==> config.mk <==
export PLATFORM = sky130hd
export DESIGN_NAME = csa_resolver_flat
export DESIGN_NICKNAME = d
export VERILOG_FILES = /design/src/rtl/csa_resolver_if.sv /design/src/rtl/csa_resolver.sv /design/src/flat_wrapper.sv
export SDC_FILE = /design/constraint.sdc
export NUM_CORES = 1
export LEC_CHECK = 0
export ABC_AREA = 1
export CAP_MARGIN = 15
export CORE_UTILIZATION = 38
export CTS_CLUSTER_DIAMETER = 30
export DETAILED_ROUTE_END_ITERATION = 10
export HOLD_SLACK_MARGIN = 0.1
export PLACE_DENSITY = 0.75
export SETUP_SLACK_MARGIN = 0.3
export SYNTH_ARGS = -nofsm -noshare
export SYNTH_HDL_FRONTEND = slang
export SYNTH_SLANG_ARGS = --single-unit
==> constraint.sdc <==
create_clock -name clk -period 5.34 [get_ports clk]
set_input_delay 1.068 -clock clk [delete_from_list [all_inputs] [get_ports clk]]
set_output_delay 1.068 -clock clk [all_outputs]
set_load 0.01 [all_outputs]
==> src/rtl/csa_resolver_if.sv <==
// Handshake bundle for csa_resolver: carry-save pair in, resolved word plus carry out.
interface csa_resolver_if #(
  parameter int WIDTH = 16
);
  logic             in_valid;
  logic             in_ready;
  logic [WIDTH-1:0] sum_in;
  logic [WIDTH-1:0] carry_in;
  logic             out_valid;
  logic             out_ready;
  logic [WIDTH-1:0] result;
  logic             cout;
  logic             busy;

  modport master (
    output in_valid, sum_in, carry_in, out_ready,
    input  in_ready, out_valid, result, cout, busy
  );

  modport slave (
    input  in_valid, sum_in, carry_in, out_ready,
    output in_ready, out_valid, result, cout, busy
  );
endinterface

==> src/rtl/csa_resolver.sv <==
// Chunked carry-propagate adder resolving a carry-save pair, CHUNK bits per clock.
// Optional unsigned saturation on overflow when CSA_RESOLVE_SAT_EN is defined.
module csa_resolver #(
  parameter int WIDTH = 16,
  parameter int CHUNK = 4
) (
  input  logic          clk,
  input  logic          rst_n,
  csa_resolver_if.slave bus
);
  localparam int NCHUNK = WIDTH / CHUNK;
  localparam int IDX_W  = (NCHUNK > 1) ? $clog2(NCHUNK) : 1;
  localparam logic [IDX_W-1:0] LAST_IDX = IDX_W'(NCHUNK - 1);

  typedef enum logic [1:0] {
    IDLE = 2'd0,
    ADD  = 2'd1,
    DONE = 2'd2
  } state_t;

  state_t           state_reg;
  state_t           state_next;
  logic [WIDTH-1:0] sum_reg;
  logic [WIDTH-1:0] carry_reg;
  logic [WIDTH-1:0] result_reg;
  logic [WIDTH-1:0] result_next;
  logic [IDX_W-1:0] idx_reg;
  logic             cflag_reg;
  logic             cout_reg;

  logic             accept;
  logic             add_step;
  logic             last_step;
  logic             in_ready_comb;
  logic             out_valid_comb;
  logic             busy_comb;

  logic [CHUNK-1:0] sum_chunk   [NCHUNK];
  logic [CHUNK-1:0] carry_chunk [NCHUNK];
  logic [CHUNK:0]   chunk_add;

  // Slice the captured operands so the active chunk is a plain array select.
  generate
    for (genvar gi = 0; gi < NCHUNK; gi++) begin : g_slice
      assign sum_chunk[gi]   = sum_reg[gi*CHUNK +: CHUNK];
      assign carry_chunk[gi] = carry_reg[gi*CHUNK +: CHUNK];
    end
  endgenerate

  assign chunk_add = {1'b0, sum_chunk[idx_reg]} + {1'b0, carry_chunk[idx_reg]}
                   + {{CHUNK{1'b0}}, cflag_reg};

  // Only the chunk selected by idx is rewritten; the rest hold their value.
  generate
    for (genvar gi = 0; gi < NCHUNK; gi++) begin : g_result
      assign result_next[gi*CHUNK +: CHUNK] =
        (add_step && (idx_reg == IDX_W'(gi))) ? chunk_add[CHUNK-1:0]
                                              : result_reg[gi*CHUNK +: CHUNK];
    end
  endgenerate

  always_ff @(posedge clk or negedge rst_n) begin
    if (!rst_n) begin
      state_reg <= IDLE;
    end else begin
      state_reg <= state_next;
    end
  end

  always_comb begin
    state_next     = state_reg;
    in_ready_comb  = 1'b0;
    out_valid_comb = 1'b0;
    busy_comb      = 1'b0;
    accept         = 1'b0;
    add_step       = 1'b0;
    last_step      = 1'b0;
    unique case (state_reg)
      IDLE: begin
        in_ready_comb = 1'b1;
        if (bus.in_valid) begin
          accept     = 1'b1;
          state_next = ADD;
        end
      end
      ADD: begin
        busy_comb = 1'b1;
        add_step  = 1'b1;
        if (idx_reg == LAST_IDX) begin
          last_step  = 1'b1;
          state_next = DONE;
        end
      end
      DONE: begin
        busy_comb      = 1'b1;
        out_valid_comb = 1'b1;
        if (bus.out_ready) begin
          state_next = IDLE;
        end
      end
      default: begin
        state_next = IDLE;
      end
    endcase
  end

  always_ff @(posedge clk or negedge rst_n) begin
    if (!rst_n) begin
      sum_reg   <= '0;
      carry_reg <= '0;
      idx_reg   <= '0;
      cflag_reg <= 1'b0;
      cout_reg  <= 1'b0;
    end else if (accept) begin
      sum_reg   <= bus.sum_in;
      carry_reg <= bus.carry_in;
      idx_reg   <= '0;
      cflag_reg <= 1'b0;
    end else if (add_step) begin
      idx_reg   <= last_step ? '0 : idx_reg + 1'b1;
      cflag_reg <= chunk_add[CHUNK];
      if (last_step) begin
        cout_reg <= chunk_add[CHUNK];
      end
    end
  end

  always_ff @(posedge clk or negedge rst_n) begin
    if (!rst_n) begin
      result_reg <= '0;
    end else begin
`ifdef CSA_RESOLVE_SAT_EN
      // Final chunk overflowed: clamp the whole word instead of wrapping.
      if (last_step && chunk_add[CHUNK]) begin
        result_reg <= '1;
      end else begin
        result_reg <= result_next;
      end
`else
      result_reg <= result_next;
`endif
    end
  end

  assign bus.in_ready  = in_ready_comb;
  assign bus.out_valid = out_valid_comb;
  assign bus.busy      = busy_comb;
  assign bus.result    = result_reg;
  assign bus.cout      = cout_reg;
endmodule

==> src/flat_wrapper.sv <==
// flat-port wrapper written by rule: the top's interface ports become plain ports
module csa_resolver_flat 
#(
  parameter int WIDTH = 16,
  parameter int CHUNK = 4
)
  (clk, rst_n, bus_in_valid, bus_sum_in, bus_carry_in, bus_out_ready, bus_in_ready, bus_out_valid, bus_result, bus_cout, bus_busy);
  csa_resolver_if #(.WIDTH(WIDTH)) bus_i ();
  input  logic clk;
  input  logic rst_n;
  input wire logic [$bits(bus_i.in_valid)-1:0] bus_in_valid;
  input wire logic [$bits(bus_i.sum_in)-1:0] bus_sum_in;
  input wire logic [$bits(bus_i.carry_in)-1:0] bus_carry_in;
  input wire logic [$bits(bus_i.out_ready)-1:0] bus_out_ready;
  output wire logic [$bits(bus_i.in_ready)-1:0] bus_in_ready;
  output wire logic [$bits(bus_i.out_valid)-1:0] bus_out_valid;
  output wire logic [$bits(bus_i.result)-1:0] bus_result;
  output wire logic [$bits(bus_i.cout)-1:0] bus_cout;
  output wire logic [$bits(bus_i.busy)-1:0] bus_busy;
  assign bus_i.in_valid = bus_in_valid;
  assign bus_i.sum_in = bus_sum_in;
  assign bus_i.carry_in = bus_carry_in;
  assign bus_i.out_ready = bus_out_ready;
  assign bus_in_ready = bus_i.in_ready;
  assign bus_out_valid = bus_i.out_valid;
  assign bus_result = bus_i.result;
  assign bus_cout = bus_i.cout;
  assign bus_busy = bus_i.busy;
  csa_resolver #(.WIDTH(WIDTH), .CHUNK(CHUNK)) u_core (.clk(clk), .rst_n(rst_n), .bus(bus_i));
endmodule
==> reports/summary.txt <==
Fill cells: 637
worst min path class: register to register
leakage: 1.660 nW
Worst-Skew Late Latency: 300 ps
CTS Buf Count: 5
DRT iter0 DRCs: 112
CTS tree: done
global placement routability congestion: 0.7563
average cell area after synthesis: 8.212 um^2
worst rel slew slack: 56.92%
setup_tns: 0 ps
maximum vdd ir drop: 270.6 uV
Die H: 83.72 um
hold_buf cts: 0
final-report setup violation count: 0
# diodes: 0
final WL: 5.271 mm
RSZ-0062 raised after global routing: false
Pre-Repair DR Iteration Count: 4
Synth Area in Simple Gates: 26.97%
PortBufs: 55
initial core utilization: 39.73%
area added between synthesis and finish: 28.35%
final worst-path cycle share: 50.62%
WS Path Type: register to register
met3 usage: 3.165%
Clock Skew: 4.607 ps
most frequent cells in the layout: nand2_1 (144), clkdlybuf4s50_1 (54), dfrtp_1 (54)
number of antenna violations at the first check in global routing: 0
Syn Inst Count: 309
Worst Max-Slew Pin Slew: 643.9 ps
post-CTS setup buffers: 0
crit start category: register
first-pass GRT wire length: 9.204 mm
Rows: 29
Setup WS pre-CTS: 2420 ps
Synth Area in XOR/XNOR: 0.3452%
wire per inst: 11.98 um
Arrival @ worst endpoint: 2920 ps
synthesized-area fraction occupied by adder cells: 6.509%
largest family of logic cells by synthesized area: simple AND/OR/NAND/NOR gates
# Max-Cap Violations: 0
sequential-to-total area share from yosys stat: 53.25%
Die ar.: 7008 um^2
mux cell area share after synthesis: 0%
nets@finish: 410
Congestion Overflow GR: 0
DR vias/cell: 4.714
Crit. End Element: register
layout cells sized above 1: 4.408%
final hold vios: 0
CTS sink cnt: 54
pwr/cell area: 589.1 nW/um^2
Hold WS: 479.3 ps
DRC errors left: 0
Post-Syn Area: 2537 um^2
I/O pins: 56
CTS-repair resized insts: 0
Max Buffers Root-to-Sink: 2
outcome: completed
Data required, critical path: 5560 ps
Power Total: 1.919 mW
met1 Resource Use GR: 22.79%
Worst-path clk slew: 90 ps
Die X: 83.72 um
crit-path max FO: 20
post-route ant nets: 0
Yosys Warn Count: 0
grt peak-use layer: met2
Core Area: 6386 um^2
number of global-route vias before repair: 1,947
most common cell after layout, fill and taps aside: nand2_1
Unique masters post-synth: 21
Synth Area in Compound Gates: 7.890%
gr usage total: 16.25%
post-synth net total: 357
fmax: 369.9 MHz
met2 layer usage reported by global route: 26.16%
minimum clock period: 2703 ps
Max Slew Vio Count: 0
CTS root buffer: clkbuf_8
largest net degree at the start of global routing: 55
synthesized flop and latch total: 54
final worst slack: 2637 ps
Via Count: 2,074
H-tree Lvls: 2
hpwl dp: 3.677 mm
power by group:
part | leakage [nW] | internal [mW] | total [mW] | switching (mW)
clock | 0.0514 | 0.140 | 0.267 | 0.127
sequential | 0.677 | 0.596 | 0.716 | 0.121
combinational | 0.931 | 0.398 | 0.935 | 0.536
total | 1.66 | 1.13 | 1.92 | 0.784
cell usage after synthesis, drive strengths merged:
cell | instances | share of area [%]
a21oi | 3 | 0.59
buf | 8 | 1.7
clkbuf | 2 | 0.34
dfrtp | 54 | 53
fa | 2 | 1.6
ha | 10 | 4.9
inv | 20 | 3.0
nand2 | 145 | 22
nand3 | 15 | 3.2
nor2 | 13 | 1.9
o21ai | 28 | 5.5
o22ai | 6 | 1.5
o31ai | 1 | 0.30
or2 | 1 | 0.35
xor2 | 1 | 0.35
cell type report:
cell class	instances	area, um^2	share of cell area, %
Clock buffer	6	72.57	2.228
Tap cell	77	96.34	2.958
Clock inverter	2	37.54	1.153
Timing Repair Buffer	56	565.5	17.36
Sequential cell	54	1351	41.49
Inverter	20	75.07	2.305
Multi-Input combinational cell	225	1059	32.50
cells by family after synthesis:
logic type	Yosys count
buffers and inverters	30
adders and majority gates	12
AOI/OAI and AO/OA	38
xor gates and xnor gates	1
DFF	54
and+or+nand+nor	174
worst paths after layout:
check | slack [ps] | to | start | cells after the start
max | 2640 | u_core.bus.result[9] | u_core.idx_reg[0] | 7
min | 480 | u_core.carry_reg[4] | u_core.carry_reg[4] | 2
max reg2reg | 2640 | u_core.bus.result[9] | u_core.idx_reg[0] | 7
min reg2reg | 480 | u_core.carry_reg[4] | u_core.carry_reg[4] | 2
max in group asynchronous | 4100 | u_core.sum_reg[3] | rst_n | 2
min in group asynchronous | 700 | u_core.bus.result[12] | rst_n | 1
metal layers:
layer,share of wire [%],up-vias
met5,0,-
met1,48,940
met4,0.28,0
met2,47,60
met3,5.3,2
li1,-,1072
through the flow:
stage               utilization, %  cells  area (um^2)
floorplan                        -    309         2537
global placement             48.96    431         3127
detailed placement           48.96    431         3127
CTS                          50.69    439         3237
global route                 51.00    440         3257
finish                       51.00    440         3257
critical path: stages (launching register included):
cell	delay, ps
dfrtp_1	750
inv_2	300
o21ai_0	230
o22ai_1	130
fa_1	460
inv_1	90
fa_1	460
o21ai_0	190
No activity file was read; power rests on OpenSTA's default activity.
